`src/rtl/fifo_drain.sv`:
```
// fifo_drain: pops the task FIFO one entry at a time and presents it on a valid/ready port.
// Define FIFO_DRAIN_ERR_DROP_EN to drop entries whose error field is nonzero.
module fifo_drain #(
  parameter int DATA_W = 32,
  parameter int CNT_W  = 16
) (
  input  logic              clk,
  input  logic              rst,
  input  logic              fifo_empty,
  input  logic [0:DATA_W-1] fifo_data,
  input  logic [2:0]        fifo_capacity,
  input  logic [2:0]        fifo_error,
  output logic              fifo_read,
  output logic              out_valid,
  input  logic              out_ready,
  output logic [0:DATA_W-1] out_data,
  output logic [2:0]        out_capacity,
  output logic [2:0]        out_error,
  output logic              out_err_flag,
  output logic [CNT_W-1:0]  pass_cnt,
  output logic [CNT_W-1:0]  err_cnt,
  output logic              busy
);
  typedef enum logic [1:0] {IDLE, POP, CAPT, OUT} state_t;
  state_t state, state_nx;
  logic capt_err, keep;
  assign capt_err = |fifo_error;
`ifdef FIFO_DRAIN_ERR_DROP_EN
  assign keep = !capt_err;
  assign out_err_flag = 1'b0;
`else
  assign keep = 1'b1;
  always_ff @(posedge clk)
    if (rst) out_err_flag <= 1'b0;
    else if (state == CAPT) out_err_flag <= capt_err;
`endif
  always_comb begin
    state_nx  = state;
    fifo_read = state == POP;
    out_valid = state == OUT;
    busy      = state != IDLE;
    unique case (state)
      IDLE:    state_nx = fifo_empty ? IDLE : POP;
      POP:     state_nx = CAPT;
      CAPT:    state_nx = keep ? OUT : IDLE;
      OUT:     state_nx = out_ready ? (fifo_empty ? IDLE : POP) : OUT;
      default: state_nx = IDLE;
    endcase
  end
  // Capture happens in CAPT because the FIFO's registered outputs settle one cycle after the pop.
  always_ff @(posedge clk) begin
    if (rst) begin
      state        <= IDLE;
      out_data     <= '0;
      out_capacity <= '0;
      out_error    <= '0;
      pass_cnt     <= '0;
      err_cnt      <= '0;
    end else begin
      state <= state_nx;
      if (state == CAPT && keep) begin
        out_data     <= fifo_data;
        out_capacity <= fifo_capacity;
        out_error    <= fifo_error;
      end
      if (state == CAPT && capt_err && err_cnt != {CNT_W{1'b1}}) err_cnt <= err_cnt + 1'b1;
      if (state == OUT && out_ready && pass_cnt != {CNT_W{1'b1}}) pass_cnt <= pass_cnt + 1'b1;
    end
  end
endmodule
```
`config.mk`:
```
export PLATFORM = sky130hd
export DESIGN_NAME = fifo_drain
export DESIGN_NICKNAME = d
export VERILOG_FILES = /design/src/rtl/fifo_drain.sv
export SDC_FILE = /design/constraint.sdc
export NUM_CORES = 1
export LEC_CHECK = 0
export ABC_CLOCK_PERIOD_IN_PS = 3000
export CAP_MARGIN = 20
export CORE_MARGIN = 2
export CORE_UTILIZATION = 55
export DETAILED_ROUTE_END_ITERATION = 12
export DONT_BUFFER_PORTS = 1
export HOLD_SLACK_MARGIN = 0.05
export PLACE_DENSITY = 0.7
export SYNTH_ARGS = -nofsm -noshare
export SYNTH_HDL_FRONTEND = slang
export SYNTH_SLANG_ARGS = --single-unit
```
`constraint.sdc`:
```
create_clock -name clk -period 3 [get_ports clk]
set_input_delay 0 -clock clk [delete_from_list [all_inputs] [get_ports clk]]
set_output_delay 0 -clock clk [all_outputs]
set_load 0.02 [all_outputs]
```
## Word level (Yosys, flattened, before mapping)

Cells that the tools add are included.

- $add $sub $neg: 2
- Equality and inequality tests: 5
- Multiplexer cells: 3
- Reductions and logical operators: 7

Operators with widths:

| operator | number |
|---|---|
| adder 16 x 1 -> 16 bit (second input constant) | 2 |
| inequality test 16 bit (second input constant) | 2 |
| one-hot mux 2 bit (4 select lines) | 1 |
| == test 2 bit (second input constant) | 2 |
| logical AND 1 bit | 4 |
| OR reduction 3 bit | 1 |
| == test 2 x 1 -> 1 bit (second input constant) | 1 |
| logical NOT 2 bit | 1 |
| 2-to-1 mux 2 bit | 1 |
| nonzero test 2 bit | 1 |
| 2-to-1 mux 1 bit | 1 |

- Bits in registers: 73
- Input bits: 42
- Output and inout port bits: 74
- Logic and storage cells: 24

## Longest topological paths before layout

- Depth in word-level cells: 3
- Mapped depth: 7
- Depth with buffers taken out: 5

## Worst setup path before layout

Ideal clock, no wire load.

- Kind: register -> register
- Start point: register err_cnt[2]
- End point: register err_cnt[15]
- Library setup time: 121 ps
- Arrival: 1,888 ps
- Path slack: 991 ps
- Cell stages (with the launch flop): 7
- Path buffers: 2
- Clock period less this slack: 2,009 ps
- Cells stage by stage: dfxtp_1 clkbuf_2 nand3_1 or4b_4 buf_6 nor4_1 mux2_2

- Longest elaborated chain between the ends: 2
- Elaborated cells on any way between the ends: 3
- Classes of those cells: add/sub (1); eq/ne (1); reduce/logical (1)

Ends and longest elaborated chain:

| item | line | text |
|---|---|---|
| start, declared | 21 | `output logic [CNT_W-1:0] err_cnt,` |
| start signal, assigned | 66 | `if (state == CAPT && capt_err && err_cnt != {CNT_W{1'b1}}) err_cnt <= err_cnt + 1'b1;` |
| parallel branches: the longest is 2 deep, another holds adder 16 x 1 -> 16 bit | - |  |

Several ways; the timed one is not identified.
A chain may end at the register's enable or synchronous reset.

## Worst setup path after layout

- Start point: register state[0]
- End point: register err_cnt[5]

- Longest elaborated chain between the ends: 3

Ends and longest elaborated chain:

| item | line | text |
|---|---|---|
| start, declared | 25 | `state_t state, state_nx;` |
| start signal, assigned | 60 | `state <= state_nx;` |
| == test 2 bit | 66 |  |
| logical AND 1 bit (2 in series) | 66 |  |

Every way passes these cells.

==> Implementation_results.wiki <==
{| class="wikitable"
! Metric !! Value
|-
| Outcome || finished, final reports clean
|-
| Number of hold-slack violations in the final timing report || 0
|-
| Synthesized netlist cell count || 374
|-
| Site row count || 27
|-
| HP Class || primary input to flop
|-
| Max-Slew Margin vs Limit || 60.7%
|-
| Clock-pin slew on the worst setup and hold paths || 0.08 ns
|-
| Antenna violations before repair || 0
|-
| Register bit count reported by yosys || 73
|-
| Simple-gate area share of the yosys netlist || 28.6%
|-
| Critical path launch point type || flop
|-
| Arr. time, crit path || 2.86 ns
|-
| Global-route wire length before repair || 12,300 um
|-
| Pins Over Slew Limit || 0
|-
| Data required time at the worst endpoint || 3.29 ns
|-
| Clock tree root buffer cell || sky130_fd_sc_hd__clkbuf_8
|-
| Post-CTS repair timing setup buffer count || 0
|-
| Final net count || 454
|-
| Detail Route Antenna Nets || 0
|-
| H-tree depth || 3
|-
| Crit-path max FO || 40
|-
| Worst supply voltage drop on vdd || 0.470 mV
|-
| Met3 Wirelength || 495 um
|-
| Metal-1 WL || 3310 um
|-
| Count of boundary I/O pins || 116
|-
| Pin count of the biggest net entering global routing || 73
|-
| Vias in the first global route || 2,605
|-
| Die width || 78.7 um
|-
| P_leak || 0.00129 uW
|-
| Number of port buffers || 0
|-
| Power density over cell area || 570 mW/mm^2
|-
| Sequential-to-total area share from yosys stat || 47.6%
|-
| Share of flip-flops with an asynchronous set or reset after synthesis || 0%
|-
| Compound-gate portion of the synthesized area || 18.1%
|-
| Final Skew || 0.0112 ns
|-
| Via density per instance || 5.96
|-
| Adder-cell share of the synthesized area || 0.815%
|-
| Insertion delay to the later sink of the worst-skew pair || 0.35 ns
|-
| Initial cell density of the core || 56.5%
|-
| Gr ovfl total || 0
|-
| Number of sinks handled by clock tree synthesis || 73
|-
| Synth unique cells || 43
|-
| First-iteration detailed-routing DRC count || 114
|-
| Minimum setup slack after placement || 0.813 ns
|-
| Mapped Area || 0.00307 sq mm
|-
| CP Capture Type || flop
|-
| CTS tree || built
|-
| Detail Route met2 WL || 3750 um
|-
| Die Footprint || 0.00620 sq mm
|-
| Total power || 2170 uW
|-
| Syn avg cell area || 8.21 sq um
|-
| Tightest hold margin || 0.224 ns
|-
| Post-DR wirelength/cell || 15.7 um
|-
| Syn Nets || 418
|-
| Post-synth EDFFs || 0
|-
| Clock buffer depth || 2
|-
| Final period util || 85.6%
|-
| Floorplan Core Area || 0.00544 sq mm
|-
| Max-capacitance violation count || 0
|-
| Synth Area in XOR/XNOR || 0%
|-
| Number of gates given a new drive strength after cts || 0
|-
| Total Negative Setup Slacks || 0 ns
|-
| Ant diodes || 0
|-
| DRT Pass-1 Iters || 4
|-
| Slew @ Worst Pin || 0.584 ns
|-
| Endpoints failing setup || 0
|-
| Final RePlAce weighted congestion || 0.791
|-
| Share of cells above drive strength 1 || 7.71%
|-
| Die height || 78.7 um
|-
| Crit Path Class || flop to flop
|-
| Combinational family with the most area after synthesis || simple AND/OR/NAND/NOR gates
|-
| Final HPWL DP || 4610 um
|-
| Number of design rule violations left after detail routing || 0
|-
| Total Wirelength || 7670 um
|-
| Final critical-path setup slack || 0.433 ns
|-
| All-layer global routing usage || 24.9%
|-
| DR vias || 2,904
|-
| Clock period minus final worst setup slack || 2.57 ns
|-
| Multiplexer share of the synthesized area || 1.10%
|-
| Hold bufs inserted after CTS || 43
|-
| CTS Buf Count || 9
|-
| Maximum clock frequency || 0.390 GHz
|-
| Top flip-flop cell by instance count after synthesis || sky130_fd_sc_hd__dfxtp_1
|-
| Fill count || 435
|-
| Uppermost layer routed || met4
|-
| Yosys warnings || 0
|-
| Area growth syn-to-layout || 23.7%
|-
| RSZ-0062 raised after global routing || false
|}
==> cells by family after synthesis <==
kind of cell	Yosys count
and+or+nand+nor	173
AOI/OAI and AO/OA	95
DFF	73
buffers and inverters	28
muxes	3
adders and majority gates	2
==> per-stage QoR <==
stage,area [sq um],utilization (%),cells
finish,3800,69.9,487
global route,3800,69.9,487
CTS,3800,69.9,487
detailed placement,3110,57.2,428
global placement,3110,57.2,428
floorplan,3070,-,374
==> path summary, 6_finish.rpt <==
kind              cells past startpoint  slack, ns         start      endpoint
hold / removal                        2       0.22     out_ready      state[1]
setup / recovery                      5       0.43      state[0]    err_cnt[5]
setup reg to reg                      5       0.43      state[0]    err_cnt[5]
hold reg to reg                       2       0.56  out_data[24]  out_data[24]
==> area by class of cell <==
type	instances	area, sq um	share of cell area (%)
clock buffers	10	128	3.36
clock inverters	6	113	2.96
well taps	72	90.1	2.37
flip-flops and latches	73	1460	38.4
inverters	4	15.0	0.395
repair buffers	49	493	13.0
multi-input cells	273	1500	39.5
==> layout by cell type, fill, tap and decap left out, types with 2 or more instances in the layout <==
cell type,count
sky130_fd_sc_hd__a211oi_1,2
sky130_fd_sc_hd__nand3_1,12
sky130_fd_sc_hd__ha_1,2
sky130_fd_sc_hd__a21oi_1,59
sky130_fd_sc_hd__inv_6,2
sky130_fd_sc_hd__or3_1,7
sky130_fd_sc_hd__and3_1,9
sky130_fd_sc_hd__o21ai_0,6
sky130_fd_sc_hd__nor2b_1,4
sky130_fd_sc_hd__inv_1,4
sky130_fd_sc_hd__or4_1,14
sky130_fd_sc_hd__o21a_1,3
sky130_fd_sc_hd__nor4_1,4
sky130_fd_sc_hd__bufinv_16,3
sky130_fd_sc_hd__dlygate4sd3_1,42
sky130_fd_sc_hd__nand4_1,10
sky130_fd_sc_hd__nor3_1,4
sky130_fd_sc_hd__o31ai_1,14
sky130_fd_sc_hd__clkbuf_8,9
sky130_fd_sc_hd__a31oi_1,3
sky130_fd_sc_hd__nand2_1,87
sky130_fd_sc_hd__nor4b_1,2
sky130_fd_sc_hd__mux2_2,3
sky130_fd_sc_hd__dfxtp_1,73
sky130_fd_sc_hd__nor2_1,10
sky130_fd_sc_hd__buf_4,6
==> metal layers <==
| layer | GRT usage (%) | vias to the layer above |
|---|---|---|
| li1 | - | 1417 |
| met1 | 29.3 | 1381 |
| met2 | 42.1 | 95 |
| met3 | 7.39 | 11 |
| met4 | 10.5 | 0 |
| met5 | 0 | - |
==> power breakdown <==
group | internal, uW | switching [uW] | leakage (uW) | total (uW)
clock | 558 | 374 | 0.000121 | 932
sequential | 1000 | 68.8 | 0.000592 | 1070
combinational | 72.3 | 89.7 | 0.000581 | 162
==> registers in the layout (all words and copies together), names as in the netlist <==
signal,flops
pass_cnt,16
out_data,32
state,2
out_err_flag,1
out_error,3
out_capacity,3
err_cnt,16
==> worst max-delay path, cell delays in order (launching register included) <==
cell and delay, ns:
sky130_fd_sc_hd__dfxtp_1 0.40, sky130_fd_sc_hd__nand2b_4 0.38, sky130_fd_sc_hd__or4b_4 0.69, sky130_fd_sc_hd__or3_1 0.34, sky130_fd_sc_hd__a21oi_1 0.15, sky130_fd_sc_hd__dlygate4sd3_1 0.56
==> Yosys cell counts, types with 3 or more instances <==
library cell	n	area share [%]
sky130_fd_sc_hd__o21a_1	3	0.73
sky130_fd_sc_hd__clkbuf_1	17	2.1
sky130_fd_sc_hd__a21oi_1	59	9.6
sky130_fd_sc_hd__a31oi_1	3	0.61
sky130_fd_sc_hd__inv_1	4	0.49
sky130_fd_sc_hd__nor2b_1	5	1.0
sky130_fd_sc_hd__o31ai_1	14	3.4
sky130_fd_sc_hd__dfxtp_1	73	48
sky130_fd_sc_hd__nor2_1	10	1.2
sky130_fd_sc_hd__nand2_1	87	11
sky130_fd_sc_hd__nor4_1	4	0.81
sky130_fd_sc_hd__and3_1	9	1.8
sky130_fd_sc_hd__nor3_1	4	0.65
sky130_fd_sc_hd__buf_1	3	0.37
sky130_fd_sc_hd__o21ai_0	6	0.98
sky130_fd_sc_hd__mux2_2	3	1.1
sky130_fd_sc_hd__nand4_1	10	2.0
sky130_fd_sc_hd__or3_1	7	1.4
sky130_fd_sc_hd__nand3_1	12	2.0
sky130_fd_sc_hd__or4_1	14	3.4
Power figures use the tool's default switching activity.
